**src/rtl/board_pkg.sv**
```systemverilog
// Shared board geometry, reader state encoding and cell addressing helper.
// Used by the game controller, the board reader and the renderer.
package board_pkg;

   localparam int unsigned CELLS   = 16;
   localparam int unsigned CELL_W  = 20;
   localparam int unsigned EXP_W   = 5;
   localparam int unsigned IDX_W   = 4;
   localparam int unsigned SCORE_W = 21;
   localparam int unsigned CNT_W   = 5;

   typedef enum logic [1:0] {
      StIdle,
      StEmit,
      StDone
   } state_e;

   // Bit offset of a cell inside the flattened board vector.
   function automatic int unsigned cell_offset(input int unsigned idx,
                                               input int unsigned w = CELL_W);
      return idx * w;
   endfunction

endpackage

```
**src/rtl/tile_log2.sv**
```systemverilog
// Combinational tile decode: floor(log2) of a cell value, plus a flag for
// values that are not a legal tile (non-zero and not a power of two >= 2).
module tile_log2 #(
   parameter int unsigned CELL_W = board_pkg::CELL_W,
   parameter int unsigned EXP_W  = board_pkg::EXP_W
) (
   input  logic [CELL_W-1:0] value,
   output logic [EXP_W-1:0]  exp_val,
   output logic              bad
);

   // Highest set bit wins; later iterations override earlier ones.
   always_comb begin
      exp_val = '0;
      for (int unsigned i = 0; i < CELL_W; i++) begin
         if (value[i]) begin
            exp_val = EXP_W'(i);
         end
      end
   end

   // A value of 1 would be the 2^0 tile, which the game never produces.
   always_comb begin
      bad = (value == CELL_W'(1)) || ((value & (value - 1'b1)) != '0);
   end

endmodule

```
**src/rtl/board_reader.sv**
```systemverilog
// Snapshots the game board on start and streams its cells as (index, exponent)
// records over valid/ready, then reports highest tile and empty-cell count.
module board_reader #(
   parameter int unsigned CELLS  = board_pkg::CELLS,
   parameter int unsigned CELL_W = board_pkg::CELL_W,
   parameter int unsigned EXP_W  = board_pkg::EXP_W
) (
   input  logic                        clk,
   input  logic                        rst_n,
   input  logic [CELLS*CELL_W-1:0]     board,
   input  logic [board_pkg::SCORE_W-1:0] score,
   input  logic                        start,
   output logic                        busy,
   output logic                        tile_valid,
   input  logic                        tile_ready,
   output logic [board_pkg::IDX_W-1:0] tile_idx,
   output logic [EXP_W-1:0]            tile_exp,
   output logic                        tile_bad,
   output logic [board_pkg::SCORE_W-1:0] score_snap,
   output logic                        done,
   output logic [EXP_W-1:0]            max_exp,
   output logic [board_pkg::CNT_W-1:0] empty_cnt
);

   import board_pkg::*;

   localparam logic [IDX_W-1:0] LastIdx = IDX_W'(CELLS - 1);

   state_e                    state_q;
   logic [CELLS*CELL_W-1:0]   board_q;
   logic [SCORE_W-1:0]        score_q;
   logic [IDX_W-1:0]          idx_q;
   logic [EXP_W-1:0]          max_acc_q;
   logic [CNT_W-1:0]          empty_acc_q;
   logic                      busy_q;
   logic                      valid_q;
   logic                      done_q;
   logic [EXP_W-1:0]          max_exp_q;
   logic [CNT_W-1:0]          empty_cnt_q;

   logic [CELL_W-1:0]         cells [CELLS];
   logic [CELL_W-1:0]         cell_sel;
   logic [EXP_W-1:0]          cur_exp;
   logic                      cur_bad;
   logic [EXP_W-1:0]          max_fold;
   logic [CNT_W-1:0]          empty_fold;

   for (genvar i = 0; i < CELLS; i++) begin : g_cells
      assign cells[i] = board_q[cell_offset(i, CELL_W) +: CELL_W];
   end

   assign cell_sel = cells[idx_q];

   tile_log2 #(
      .CELL_W (CELL_W),
      .EXP_W  (EXP_W)
   ) u_tile_log2 (
      .value   (cell_sel),
      .exp_val (cur_exp),
      .bad     (cur_bad)
   );

   // Accumulator values including the record currently on the bus.
   always_comb begin
      max_fold   = (cur_exp > max_acc_q) ? cur_exp : max_acc_q;
      empty_fold = empty_acc_q + CNT_W'(cell_sel == '0);
   end

   always_ff @(posedge clk or negedge rst_n) begin
      if (!rst_n) begin
         state_q     <= StIdle;
         board_q     <= '0;
         score_q     <= '0;
         idx_q       <= '0;
         max_acc_q   <= '0;
         empty_acc_q <= '0;
         busy_q      <= 1'b0;
         valid_q     <= 1'b0;
         done_q      <= 1'b0;
         max_exp_q   <= '0;
         empty_cnt_q <= '0;
      end else begin
         done_q <= 1'b0;
         unique case (state_q)
            StIdle, StDone: begin
               if (start) begin
                  state_q     <= StEmit;
                  board_q     <= board;
                  score_q     <= score;
                  idx_q       <= '0;
                  max_acc_q   <= '0;
                  empty_acc_q <= '0;
                  busy_q      <= 1'b1;
                  valid_q     <= 1'b1;
               end else begin
                  state_q <= StIdle;
                  busy_q  <= 1'b0;
                  valid_q <= 1'b0;
               end
            end
            StEmit: begin
               if (tile_ready) begin
                  max_acc_q   <= max_fold;
                  empty_acc_q <= empty_fold;
                  if (idx_q == LastIdx) begin
                     state_q     <= StDone;
                     valid_q     <= 1'b0;
                     done_q      <= 1'b1;
                     max_exp_q   <= max_fold;
                     empty_cnt_q <= empty_fold;
                  end else begin
                     idx_q <= idx_q + 1'b1;
                  end
               end
            end
            default: begin
               state_q <= StIdle;
               busy_q  <= 1'b0;
               valid_q <= 1'b0;
            end
         endcase
      end
   end

   assign busy       = busy_q;
   assign tile_valid = valid_q;
   assign tile_idx   = idx_q;
   assign tile_exp   = cur_exp;
   assign tile_bad   = cur_bad;
   assign score_snap = score_q;
   assign done       = done_q;
   assign max_exp    = max_exp_q;
   assign empty_cnt  = empty_cnt_q;

endmodule

```
**config.mk**
```make
export PLATFORM = sky130hd
export DESIGN_NAME = board_reader
export DESIGN_NICKNAME = d
export VERILOG_FILES = /design/src/rtl/board_pkg.sv /design/src/rtl/tile_log2.sv /design/src/rtl/board_reader.sv
export SDC_FILE = /design/constraint.sdc
export NUM_CORES = 1
export LEC_CHECK = 0
export ABC_AREA = 1
export BUFFER_PORTS_ARGS = -buffer_cell sky130_fd_sc_hd__buf_2
export CORE_MARGIN = 10
export CORE_UTILIZATION = 55
export DETAILED_ROUTE_END_ITERATION = 10
export HOLD_SLACK_MARGIN = 0.12
export PLACE_DENSITY = 0.89
export SYNTH_ARGS = -nofsm -noshare
export SYNTH_HDL_FRONTEND = slang
export SYNTH_SLANG_ARGS = --single-unit
```
**constraint.sdc**
```tcl
create_clock -name clk -period 4.2 [get_ports clk]
set_input_delay 0.63 -clock clk [delete_from_list [all_inputs] [get_ports clk]]
set_output_delay 0.63 -clock clk [all_outputs]
set_load 0.01 [all_outputs]
```
Word-level counts from Yosys, hierarchy flattened
Index checks and enable logic that the tools add are counted.
{"block": "word_totals", "reg_bits": 370, "inputBits": 345}
{"block": "classes", "n_addsub": 3, "n_lt_le_gt_ge": 2, "n_eq_ne": 8, "muxes": 44, "bitwise": 2, "reduce_logical": 11}
{"cell": "20-bit binary-select mux with 4-bit select", "n": 1}
{"cell": "4-bit 2-to-1 mux", "n": 11}
{"cell": "20-bit 2-to-1 mux", "n": 2}
{"cell": "5-bit 2-to-1 mux", "n": 8}
{"cell": "20-bit bitwise AND", "n": 1}
{"cell": "20-bit by 1-bit equality test with 1-bit output, second input constant", "n": 1}
{"cell": "20-bit zero test", "n": 1}
{"cell": "5-bit one-hot mux with 2 select lines", "n": 2}
{"cell": "20-bit nonzero test", "n": 1}
{"cell": "20-bit by 1-bit subtractor with 20-bit output, second input constant", "n": 1}
{"cell": "3-bit 2-to-1 mux", "n": 4}
{"cell": "1-bit 2-to-1 mux", "n": 8}
{"cell": "2-bit 2-to-1 mux", "n": 4}
{"cell": "2-bit inequality test, second input constant", "n": 4}
{"cell": "4-bit one-hot mux with 2 select lines", "n": 1}
{"cell": "3-bit AND reduction", "n": 2}
{"cell": "5-bit by 1-bit adder with 5-bit output", "n": 1}
{"cell": "5-bit greater-or-equal comparator, second input constant", "n": 1}
{"cell": "5-bit greater-than comparator", "n": 1}
{"cell": "4-bit NOT with 5-bit output", "n": 1}
{"cell": "4-bit by 1-bit adder with 4-bit output, second input constant", "n": 1}
{"cell": "4-bit equality test, second input constant", "n": 1}
{"cell": "1-bit one-hot mux with 2 select lines", "n": 2}
{"cell": "2-bit one-hot mux with 2 select lines", "n": 1}
{"cell": "8 further kinds", "n": 9}

Depth between registers and ports, before layout
{"block": "logic_depth", "ltp_word": 27, "ltp_mapped": 36, "ltp_nobuf": 34}

Cells and area by module
Synthesis repeated with hierarchy kept, for this count alone.
{"block": "hier_totals", "cells_unflattened": 2371, "area_unflattened_um2": 17710.7}
{"module": "board_reader", "n_inst": 1, "cells_each": 2261, "area_each_um2": 17187.7}
{"module": "tile_log2", "n_inst": 1, "cells_each": 110, "area_each_um2": 523.0}

Worst setup path before layout
No wires, ideal clock.
{"block": "synth_timing", "path_kind": "register -> register", "startpoint": "register idx_q[0] (netlist: tile_idx[0])", "endpoint": "register max_acc_q[0]", "arrival_ns": 3.654, "setup_slack_ns": 0.429, "stages_incl_launch_ff": 21, "period_less_slack_ns": 3.771, "cell_sequence": "dfrtp_1 buf_6 buf_6 buf_6 buf_6 buf_6 nor2_1 o22ai_1 o211ai_1 nand2_1 nor2_2 nand2_2 nor2_1 ha_1 nand2_1 nor2_1 a2111oi_0 a21oi_1 or2_2 nand3_1 nand2_1"}
{"element": "start, declared", "line_no": "board_reader.sv:32", "text": "logic [IDX_W-1:0] idx_q;"}
{"element": "start signal, assigned", "line_no": "board_reader.sv:112", "text": "idx_q <= idx_q + 1'b1;"}
{"element": "4-bit NOT with 5-bit output (not written as such) (*)", "line_no": "board_reader.sv:52", "text": "assign cell_sel = cells[idx_q];"}
{"element": "20-bit binary-select mux with 4-bit select (*)", "line_no": "board_reader.sv:52"}
{"element": "20-bit 2-to-1 mux (not written as such) (*) (2 in a row)", "line_no": "board_reader.sv:52"}
{"element": "5-bit 2-to-1 mux (3 in a row)", "line_no": "tile_log2.sv:16", "text": "if (value[i]) begin"}
{"element": "5-bit 2-to-1 mux (*)", "line_no": "tile_log2.sv:16"}
{"element": "net tile_exp[4]", "line_no": "board_reader.sv:17", "text": "output logic [EXP_W-1:0] tile_exp,"}
{"element": "5-bit greater-than comparator (*)", "line_no": "board_reader.sv:65", "text": "max_fold = (cur_exp > max_acc_q) ? cur_exp : max_acc_q;"}
{"element": "5-bit 2-to-1 mux (*)", "line_no": "board_reader.sv:65"}
{"element": "5-bit 2-to-1 mux (*)", "line_no": "board_reader.sv:102", "text": "if (tile_ready) begin"}
{"element": "5-bit one-hot mux with 2 select lines (*)", "line_no": "board_reader.sv:84", "text": "unique case (state_q)"}
{"element": "end signal, assigned", "line_no": "board_reader.sv:103", "text": "max_acc_q <= max_fold;"}
{"element": "end, declared", "line_no": "board_reader.sv:33", "text": "logic [EXP_W-1:0] max_acc_q;"}
Mark *: on every way through the listed nets, which the timed path passes. The rest lies on a longest branch. The select of a mux whose other input is x is not followed.
A chain may end at the register's enable or synchronous reset.

Worst setup path in the final report
{"block": "layout_timing", "startpoint": "register idx_q[0] (netlist: tile_idx[0])", "endpoint": "output port tile_bad"}
{"block": "layout_via", "elab_chain_cells": 8}
{"element": "4-bit NOT with 5-bit output (not written as such) (*)", "line_no": "board_reader.sv:52"}
{"element": "20-bit binary-select mux with 4-bit select (*)", "line_no": "board_reader.sv:52"}
{"element": "20-bit 2-to-1 mux (not written as such) (*) (2 in a row)", "line_no": "board_reader.sv:52"}
{"element": "20-bit by 1-bit subtractor with 20-bit output", "line_no": "tile_log2.sv:24", "text": "bad = (value == CELL_W'(1)) || ((value & (value - 1'b1)) != '0);"}
{"element": "20-bit bitwise AND", "line_no": "tile_log2.sv:24"}
{"element": "20-bit nonzero test", "line_no": "tile_log2.sv:24"}
{"element": "1-bit logical OR (*)", "line_no": "tile_log2.sv:24"}
{"element": "end, declared", "line_no": "board_reader.sv:18", "text": "output logic tile_bad,"}
Every way passes the cells marked *; elsewhere a longest branch is shown, timed or not. The select of a mux whose other input is x is not followed.

==> run_results.csv <==
group,metric,value,unit
outcome,outcome,"complete, no violations",
sta,post-route-period-util,97.2,%
placement,dpl.hpwl,40000,um
critical_path,crit_type,"reg -> out",
placement,pre_cts_ws,0.0178,ns
grt,first_global_vias,17076,
synthesis,syn_nets,2605,
drt,ant_nets,0,
layout,nets,2938,
synthesis,synth_largest_area_cell,"dfrtp_1",
pwr,p_leak,11.3,nW
sta,setup_viol,0,
hold_path,hold_path_class,"in -> async",
synthesis,synth_top_area_share,52.9,%
synthesis,syn_area,17500,um2
clock_tree,clkTransAtPathRegs,0.06,ns
synthesis,synth.area.top_cells,"dfrtp_1, nand2_1, o21ai_0",
critical_path,cp_max_fo,26,
layout,final_cells,3021,
synthesis,ys_types,39,
pwr,p_per_area,848,nW/um2
layout,drive_gt1_share,21.4,%
grt,grt_pass1_wl,89800,um
drt,first_pass_iters,8,
critical_path,r2r_start,"tile_idx[1]$_DFFE_PN0P_",
pwr,total_power,0.0180,W
clock_tree,cts_tree,"built",
sta,tightest_slew,0.884,ns
drt,wirelength,57500,um
sta,skew,0.0166,ns
grt,grt_max_degree,127,
critical_path,worstSetupEndpointType,"primary output",
grt,grtUsageTotal,28.4,%
clock_tree,clockBufferDepth,3,
sta,timing.fmax,245,MHz
floorplanning,rows,65,
layout,design_area,21200,um2
critical_path,start_kind,"flip-flop",
clock_tree,cts_sinks,370,
synthesis,ys_seq_area_share,52.9,%
drt,via_count,17068,
grt,antenna_found_initial,7,
sta,finalSetupTns,0,ns
synthesis,syn_inst,2252,
floorplanning,dieArea,39300,um2
floorplanning,die_w,198,um
synthesis,syn_area_per_cell,7.77,um2
drt,wl_per_cell,19.0,um
clock_tree,clkLatencyLatePin,0.52,ns
job,max-cap-violations,0,
floorplanning,initial_utilization,55.6,%
sta,fin_ws,0.118,ns
placement,gp_congestion,0.962,
sta,min_period,4.08,ns
layout,areaGrowthSynthToFinish,21.5,%
drt,post-route-drc-count,0,
critical_path,crit_required,3.57,ns
drt,drt_iter0_drc,1792,
placement,placed_cell_area,19700,um2
floorplanning,die_h,198,um
drt,via_per_inst,5.65,
clock_tree,cts_max_level,2,
sta,relSlewSlack,41.1,%
clock_tree,cts_root_buffer,"clkbuf_16",
sta,drv_slew,0,
synthesis,yosysWarnings,0,
placement,dp_cells,2940,
critical_path,crit_arrival,3.45,ns
pwr,peakVddDrop,0.416,mV
clock_tree,cts_buffers,39,
grt,grt_remaining_overflow,0,
placement,io_buffer_count,388,
synthesis,synth.ff_latch_count,370,
sta,hold_viol,0,
floorplanning,core_area,31500,um2
critical_path,startpoint,"tile_idx[0]$_DFFE_PN0P_",
floorplanning,io_pins,389,
## logic make-up (layout without fill, tap and decap cells)
logic type | count (synthesis) | after routing | synth area share (%)
compound gates | 325 | 325 | 11.2
xor+xnor | 1 | 1 | 0.0501
fa+ha+maj | 9 | 9 | 0.637
buf+inv | 220 | 581 | 5.78
flops | 370 | 370 | 52.9
other cells | 0 | 6 | 0
simple gates | 1327 | 1327 | 29.4
## area by class of cell
type | count | area [um2]
clock buffers | 56 | 1170
multi-input cells | 1662 | 7350
clock inverters | 13 | 148
fillers | 2463 | 10200
diodes | 6 | 15.0
repair buffers | 433 | 2480
flip-flops and latches | 370 | 9270
well taps | 402 | 503
inverters | 79 | 312
## cell usage after synthesis
library cell  instances
nand2_1            1081
dfrtp_1             370
o21ai_0             160
nor2_1              158
clkbuf_1             91
inv_1                73
nand3_1              57
o221ai_1             44
o21ai_1              40
buf_2                26
a21oi_1              25
o211ai_1             20
buf_6                19
o22ai_1              17
ha_1                  8
nand2_2               8
nor2_2                6
nor3_1                6
o211ai_2              6
inv_2                 4
nor2_4                4
a221o_1               3
buf_1                 3
nand4_1               3
o31ai_1               3
a31oi_1               2
buf_4                 2
nor3_2                2
a2111oi_0             1
a211oi_1              1
a22oi_1               1
a32o_1                1
clkinv_1              1
inv_4                 1
maj3_2                1
nor4_1                1
o31a_1                1
or2_2                 1
xor2_1                1
## through the flow
stage | hold slack, ns | util, %
2_1_floorplan | 0.334 | -
3_3_place_gp | 0.457 | 62.5
3_5_place_dp | 0.460 | 62.5
4_1_cts | 0.203 | 66.7
5_1_grt | 0.226 | 67.5
6_report | 0.133 | 67.5
## per-layer routing
metal	track usage, %	vias to the layer above	wire length (um)
li1	-	7854	-
met1	36.1	8045	22200
met2	46.0	990	27400
met3	6.09	179	5550
met4	11.8	0	2410
met5	0	-	0
## power breakdown
group          leakage (nW)  internal (W)  total [W]  switching [W]
Combinational          6.06       0.00288    0.00829        0.00541
Sequential             4.62       0.00523    0.00618       0.000950
Clock                 0.661       0.00212    0.00353        0.00141
Total                  11.3        0.0102     0.0180        0.00777
## critical path: stages (launching register included)
cell,delay [ns]
dfrtp_4,0.57
buf_16,0.20
buf_6,0.19
o21ai_0,0.17
o221ai_1,0.18
nand3_1,0.18
nand2_4,0.11
nor2_1,0.11
o21ai_0,0.10
a22oi_1,0.16
o21ai_0,0.13
a21oi_1,0.16
o21ai_0,0.14
nor3_2,0.19
nand3_1,0.14
buf_2,0.18
## placed cells by master (no fill, tap or decap), types with 20 or more instances in the layout
| master | synthesis | layout |
|---|---|---|
| nor2_1 | 158 | 153 |
| o21ai_0 | 160 | 152 |
| clkbuf_16 | 0 | 41 |
| dfrtp_1 | 370 | 367 |
| o21ai_1 | 40 | 45 |
| nand3_1 | 57 | 56 |
| nand2_1 | 1081 | 1073 |
| a21oi_1 | 25 | 23 |
| o221ai_1 | 44 | 43 |
| buf_4 | 2 | 28 |
| inv_1 | 73 | 70 |
| buf_2 | 26 | 387 |
| o211ai_1 | 20 | 20 |
## what timing repair did
item | CTS | global route
hold buffers | 0 | 0
setup buffers | 0 | 4
cloned | 0 | 2
setup endpoints to repair | 3 | 12
pin swaps | 0 | 8
resized for setup | 2 | 46
## flip-flops by register name, indices dropped and copies added, names as in the netlist
register     flops
board_q        320
score_snap      21
empty_acc_q      5
empty_cnt        5
max_acc_q        5
max_exp          5
tile_idx         4
state_q          2
busy             1
done             1
tile_valid       1
## final timing paths
| kind | cells after the start | slack (ns) | to |
|---|---|---|---|
| worst max-delay path | 15 | 0.12 | tile_bad |
| min in group clk | 3 | 0.30 | board_q[136]$_DFFE_PN0P_ |
| worst max register to register | 19 | 0.31 | max_exp[1]$_DFFE_PN0P_ |
| worst min-delay path | 1 | 0.13 | board_q[262]$_DFFE_PN0P_ |
| max in group asynchronous | 2 | 3.05 | board_q[231]$_DFFE_PN0P_ |
| worst min register to register | 2 | 0.47 | board_q[126]$_DFFE_PN0P_ |
Power figures use the tool's default switching activity.
